[config.mk]
export PLATFORM = sky130hd
export DESIGN_NAME = inst_fetch
export DESIGN_NICKNAME = d
export VERILOG_FILES = /design/src/rtl/inst_fetch.sv
export SDC_FILE = /design/constraint.sdc
export NUM_CORES = 1
export LEC_CHECK = 0
export CAP_MARGIN = 20
export CORE_UTILIZATION = 49
export DETAILED_ROUTE_END_ITERATION = 10
export PLACE_DENSITY = 0.91
export SYNTH_ARGS = -nofsm -noshare
export SYNTH_HDL_FRONTEND = slang
export SYNTH_SLANG_ARGS = --single-unit
[constraint.sdc]
create_clock -name clk -period 4.34 [get_ports clk]
set_input_delay 0.651 -clock clk [delete_from_list [all_inputs] [get_ports clk]]
set_output_delay 0.651 -clock clk [all_outputs]
set_load 0.05 [all_outputs]
[src/rtl/inst_fetch.sv]
// inst_fetch: PC owner and instruction-memory fetch FSM feeding the IR load path.
// Define FETCH_MISALIGN_CHECK_EN to fault misaligned redirect targets instead of silently aligning them.
module inst_fetch #(
    parameter logic [31:0] RESET_PC    = 32'h0000_0000,
    parameter int          TIMEOUT_CYC = 16,
    parameter logic [31:0] NOP_INST    = 32'h0000_0013
) (
    input  logic        clk,
    input  logic        rstN,
    output logic        memReq,
    output logic [31:0] memAddr,
    input  logic        memGnt,
    input  logic        memRvalid,
    input  logic [31:0] memRdata,
    output logic [31:0] instOut,
    output logic [31:0] pcOut,
    output logic        instValid,
    input  logic        instAccept,
    input  logic        redirect,
    input  logic [31:0] redirectPc,
    output logic        fetchErr
);
    localparam int CW = $clog2(TIMEOUT_CYC + 1);
    typedef enum logic [2:0] {IDLE, REQ, WAIT, HOLD, DROP} state_t;
    state_t state;
    logic [31:0] pc;
    logic [CW-1:0] cnt;
    logic boot;
    logic outstanding;
    logic expired;
    logic misalign;
    logic halt;
`ifdef FETCH_MISALIGN_CHECK_EN
    assign misalign = |redirectPc[1:0];
`else
    assign misalign = 1'b0;
    assign halt = 1'b0;
`endif
    // A granted request whose response has not yet arrived must be drained before refetching.
    assign outstanding = (state == WAIT && !memRvalid) || (state == REQ && memGnt) || state == DROP;
    assign expired = cnt == CW'(TIMEOUT_CYC - 1);
    assign memAddr = {pc[31:2], 2'b00};
    always_ff @(posedge clk or negedge rstN) begin
        if (!rstN) begin
            state <= IDLE;
            pc <= RESET_PC;
            cnt <= '0;
            boot <= 1'b1;
            memReq <= 1'b0;
            instOut <= NOP_INST;
            pcOut <= RESET_PC;
            instValid <= 1'b0;
            fetchErr <= 1'b0;
`ifdef FETCH_MISALIGN_CHECK_EN
            halt <= 1'b0;
`endif
        end else if (redirect) begin
            pc <= redirectPc & ~32'h3;
            cnt <= '0;
            boot <= 1'b0;
            instValid <= 1'b0;
            fetchErr <= misalign;
            state <= outstanding ? DROP : misalign ? IDLE : REQ;
            memReq <= !outstanding && !misalign;
`ifdef FETCH_MISALIGN_CHECK_EN
            halt <= misalign;
`endif
        end else begin
            case (state)
                IDLE: if (boot) begin
                    boot <= 1'b0;
                    memReq <= 1'b1;
                    state <= REQ;
                end
                REQ: if (memGnt) begin
                    memReq <= 1'b0;
                    cnt <= '0;
                    state <= WAIT;
                end
                WAIT: if (memRvalid) begin
                    instOut <= memRdata;
                    pcOut <= pc;
                    instValid <= 1'b1;
                    pc <= pc + 32'd4;
                    state <= HOLD;
                end else if (expired) begin
                    fetchErr <= 1'b1;
                    state <= IDLE;
                end else
                    cnt <= cnt + 1'b1;
                HOLD: if (instAccept) begin
                    instValid <= 1'b0;
                    memReq <= 1'b1;
                    state <= REQ;
                end
                DROP: if (memRvalid) begin
                    memReq <= !halt;
                    state <= halt ? IDLE : REQ;
                end else if (expired) begin
                    fetchErr <= 1'b1;
                    state <= IDLE;
                end else
                    cnt <= cnt + 1'b1;
                default: state <= IDLE;
            endcase
        end
    end
endmodule

# [After elaboration in Yosys (flattened, before gate mapping)]
# Index checks and enable logic that the tools add are counted.
[word_totals] reg_bits=108 input_bits=70 output_inout_bits=99
[classes] add_sub_neg=2 n_eq_ne=13 n_mux=32 bitwise=1 n_reduce_logical=23
[ops] cell="32-bit two-way mux" count=3
[ops] cell="32-bit by 3-bit adder with 32-bit output (second input constant)" count=1
[ops] cell="3-bit two-way mux" count=8
[ops] cell="5-bit two-way mux" count=4
[ops] cell="3-bit inequality test (second input constant)" count=6
[ops] cell="3-bit one-hot mux with 5 select lines" count=1
[ops] cell="1-bit two-way mux" count=13
[ops] cell="3-bit AND reduction" count=4
[ops] cell="5-bit one-hot mux with 2 select lines" count=1
[ops] cell="2-bit nonzero test" count=5
[ops] cell="3-bit by 2-bit equality test with 1-bit output (second input constant)" count=2
[ops] cell="3-bit nonzero test" count=2
[ops] cell="5-bit by 1-bit adder with 5-bit output (second input constant)" count=1
[ops] cell="5-bit by 4-bit equality test with 1-bit output (second input constant)" count=1
[ops] cell="5-bit AND reduction" count=1
[ops] cell="5-bit nonzero test" count=1
[ops] cell="1-bit one-hot mux with 4 select lines" count=1
[ops] cell="4-bit AND reduction" count=1
[ops] cell="3-bit by 1-bit equality test with 1-bit output (second input constant)" count=1
[ops] cell="3-bit equality test (second input constant)" count=1
[ops] cell="3-bit zero test" count=1
[ops] cell="3-bit by 2-bit inequality test with 1-bit output (second input constant)" count=1
[ops] cell="1-bit logical AND" count=2
[ops] cell="1-bit zero test" count=2
[ops] cell="other kinds (6)" count=7

# [Longest topological paths before layout]
[depth] word_depth=6 depth_mapped=7 mapped_depth_nobuf=7

# [Least setup slack after synthesis]
# No wires, ideal clock.
[synth_path] path_kind="register -> register" startpoint="register pc[5]" endpoint="register pc[28]" arrival_ps=2202 setup_slack_ps=2056 path_stages_with_launch=6 n_path_buf=1 period_less_slack_ps=2284 path_cell_list="dfrtp_1 nand4_1 or4_4 buf_6 or4_1 a31oi_1"
[synth_between] elab_chain_len=4
[synth_rtl] element="start, declared" line_no="26" text="logic [31:0] pc;"
[synth_rtl] element="start signal, assigned" line_no="58" text="pc <= redirectPc & ~32'h3;"
[synth_rtl] element="start signal, assigned" line_no="84" text="pc <= pc + 32'd4;"
[synth_rtl] element="32-bit by 3-bit adder with 32-bit output" line_no="84"
[synth_rtl] element="32-bit two-way mux" line_no="80" text="WAIT: if (memRvalid) begin"
[synth_rtl] element="32-bit two-way mux" line_no="69" text="case (state)"
[synth_rtl] element="32-bit two-way mux" line_no="57" text="end else if (redirect) begin"
# Every way passes these cells. The select of a mux whose other input is x is not followed.
# A chain may end at the register's enable or synchronous reset.

# [Final worst setup path]
[layout_path] startpoint="input port memRvalid" endpoint="register pc[15]"
[layout_between] elab_chain_len=2
[layout_rtl] element="start, declared" line_no="13" text="input logic memRvalid,"
[layout_rtl] element="2-bit nonzero test (no line)"
[layout_rtl] element="2-bit AND reduction (no line)"
# Every way passes these cells.

==> metrics <==
status=complete, no violations; number of synthesized flops with an enable pin=0; fin crit period=between 2000 and 3000 ps; Seq/Total Area, Yosys=0.542; unrepaired setup endpoints after global routing=no; crit path cell chain=clkdlybuf4s50_1 -> inv_1 -> or3_2 -> or3b_2 -> o311ai_1; vias=3866; critical path's largest stage delay=approximately 780 ps; Starting Density=0.513; clock root buffer=clkbuf_8; first drt pass iteration count=4; initial antenna violation count=0; Tcrit/Tclk final=0.650; IO Pins=169; row count=35; CTS max path bufs=2; Nets=640; layout cell share with drive strength beyond 1=0.170; post-route ant nets=0; power density over the cells=605 nW/um2; clk_lat worst skew=360 ps; Rel. slew slack=0.305; final wirelength=11.8 mm; CTS tree=done; Setup WS pre-CTS=1160 ps; number of buffers inserted by hold repair at cts=0; Crit. End Element=flip-flop; Crit Path Max Fanout=29; crit path DAT=3070 ps; Ant. Diodes=0; f_max=354 MHz; Worst path slowest cell=or3_2; top cells by count, synth=dfrtp_1 (100), mux2_2 (60), nand2_1 (30); Final Max Slew Viols=0; post-synth top area share=0.520; Die W=101 um; total track usage=0.245; Tightest Pin Transition=1040 ps; Critical Path RT=4590 ps; global-route wire length before repair=around 19 mm; IO buf count=162; Synth-to-Final Area Change=38.0%; Avg Cell Area, Syn=between 10 and 15 um2; grt ovf=0; CP top delay family=simple AND/OR/NAND/NOR gates; Netlist cell types=56; vias in the first global route=3943; Die Y=101 um; Async SR Flop Fraction=1.00; Final WS setup=1520 ps; Post-CTS Resized=0; Hold Crit Class=input port to asynchronous set/reset pin; Maximum Capacitance Violations=0; LEAKAGE=2.76 nW; YS warnings=0; core area=9370 um2; final setup fails=0; post-synthesis sequential element count=104; ranking of synthesized cells by area=dfrtp_1 (52%), mux2_2 (14%), a31oi_1 (2.3%); Synth area leader=dfrtp_1; critical path type=input port to flip-flop; Setup TNS Final=0 ps; worst path buffer plus inverter count=2; area of the mapped netlist=4810 um2; maximum VDD drop=between 0.3 and 0.4 mV; clk sink count=104; Synth Flop Type=dfrtp_1; drt drc=0; die footprint=roughly 10000 um2; htree depth=3; Hold Vio Cnt, Final=0; pin count of the biggest net entering global routing=73; Clock Skew=13.4 ps; hpwl dp=8.48 mm; CP Launch Type=input port; GP Congestion=0.959; 1st-iter DRT viols=roughly 230; Syn Inst Count=414; CTS clk-pin slew, worst paths=100 ps; Wirelength per Cell=16.8 um; CTS buffer count=9; Via density=5.51; most common cell in the netlist=dfrtp_1; post-CTS setup buffer count=0
==> registers in the layout, summed over array words and instances (netlist names) <==
signal	count
boot	1
cnt	5
fetchErr	1
instOut	32
instValid	1
memReq	1
pc	30
pcOut	30
state	3
==> worst reg2reg max path, cell delays in order (launching register included) <==
cell      delay (ps)
dfrtp_1          580
or3b_1           410
or3_2            740
or3b_2           620
o311ai_1         320
==> through the flow <==
step / total power [W] / instance area, um2 / instances / hold slack, ps / utilization
after CTS: 0.00404 / 6640 / 701 / 439 / 0.708
after detailed placement: 0.00348 / 6460 / 685 / 471 / 0.689
final: 0.00402 / 6640 / 701 / 414 / 0.708
after global routing: 0.00419 / 6640 / 701 / 490 / 0.708
after global placement: 0.00342 / 6460 / 685 / 466 / 0.689
after floorplan: 0.00275 / 4820 / 417 / 355 / -
==> per-layer routing <==
metal  GRT usage  share of wire  wire (um)  up-vias
li1            -              -          -     1829
met1       0.302           0.41       4860     1876
met2       0.426           0.51       5990      143
met3      0.0492          0.063        745       18
met4      0.0858          0.016        189        0
met5           0              0          0        -
==> final timing paths <==
check / from / end / slack (ps) / cells after the start
setup / recovery: memRvalid / pc[15] / 1520 / 5
hold reg to reg: pcOut[20] / pcOut[20] / 500 / 2
max in group asynchronous: rstN / instOut[4] / 2940 / 2
setup reg to reg: state[1] / pc[15] / 1560 / 4
hold / removal: rstN / pcOut[26] / 410 / 1
min in group clk: pcOut[20] / pcOut[20] / 500 / 2
==> where the power goes <==
| group | switching, W | total, W | leakage, nW | internal (W) |
|---|---|---|---|---|
| clock network | 0.000339 | 0.000566 | 0.0968 | 0.000227 |
| logic | 0.00128 | 0.00201 | 1.36 | 0.000731 |
| registers | 0.000193 | 0.00144 | 1.30 | 0.00125 |
==> layout make-up <==
type | instances | area [um2]
sequential | 104 | 2610
inverter | 8 | 30.0
timing repair buffer | 166 | 1650
multi-input combinational | 278 | 2010
fill | 707 | 2730
clock inverter | 6 | 41.3
tap | 129 | 161
clock buffer | 10 | 138
==> cells in the final DEF (no fill, tap or decap), types with 3 or more instances in the layout <==
cell type and count:
a31oi_1 18, or4_1 12, nand3_1 12, or3_1 7, nor2_1 21, mux2_2 60
xor2_1 7, mux2i_1 3, o31ai_1 13, or2_2 3, dfstp_2 4, buf_4 5
nand2_1 30, clkinv_2 3, nor3_1 3, clkbuf_8 10, a21oi_1 5, dfrtp_1 100
o21ai_0 22, ha_1 3, conb_1 4, clkdlybuf4s50_1 161, and3_1 3, nand4_1 12
inv_1 6
==> kinds of logic (layout without fill, tap and decap cells) <==
| kind of cell | count (synthesis) | in the layout | synth area share |
|---|---|---|---|
| simple gates | 121 | 121 | 0.137 |
| other cells | 1 | 4 | 0.000780 |
| mux | 63 | 63 | 0.147 |
| compound gates | 78 | 78 | 0.107 |
| xor+xnor | 9 | 9 | 0.0164 |
| flops | 104 | 104 | 0.542 |
| fa+ha+maj | 3 | 3 | 0.00781 |
| buf+inv | 35 | 190 | 0.0421 |
(Power assumes the default switching activity.)
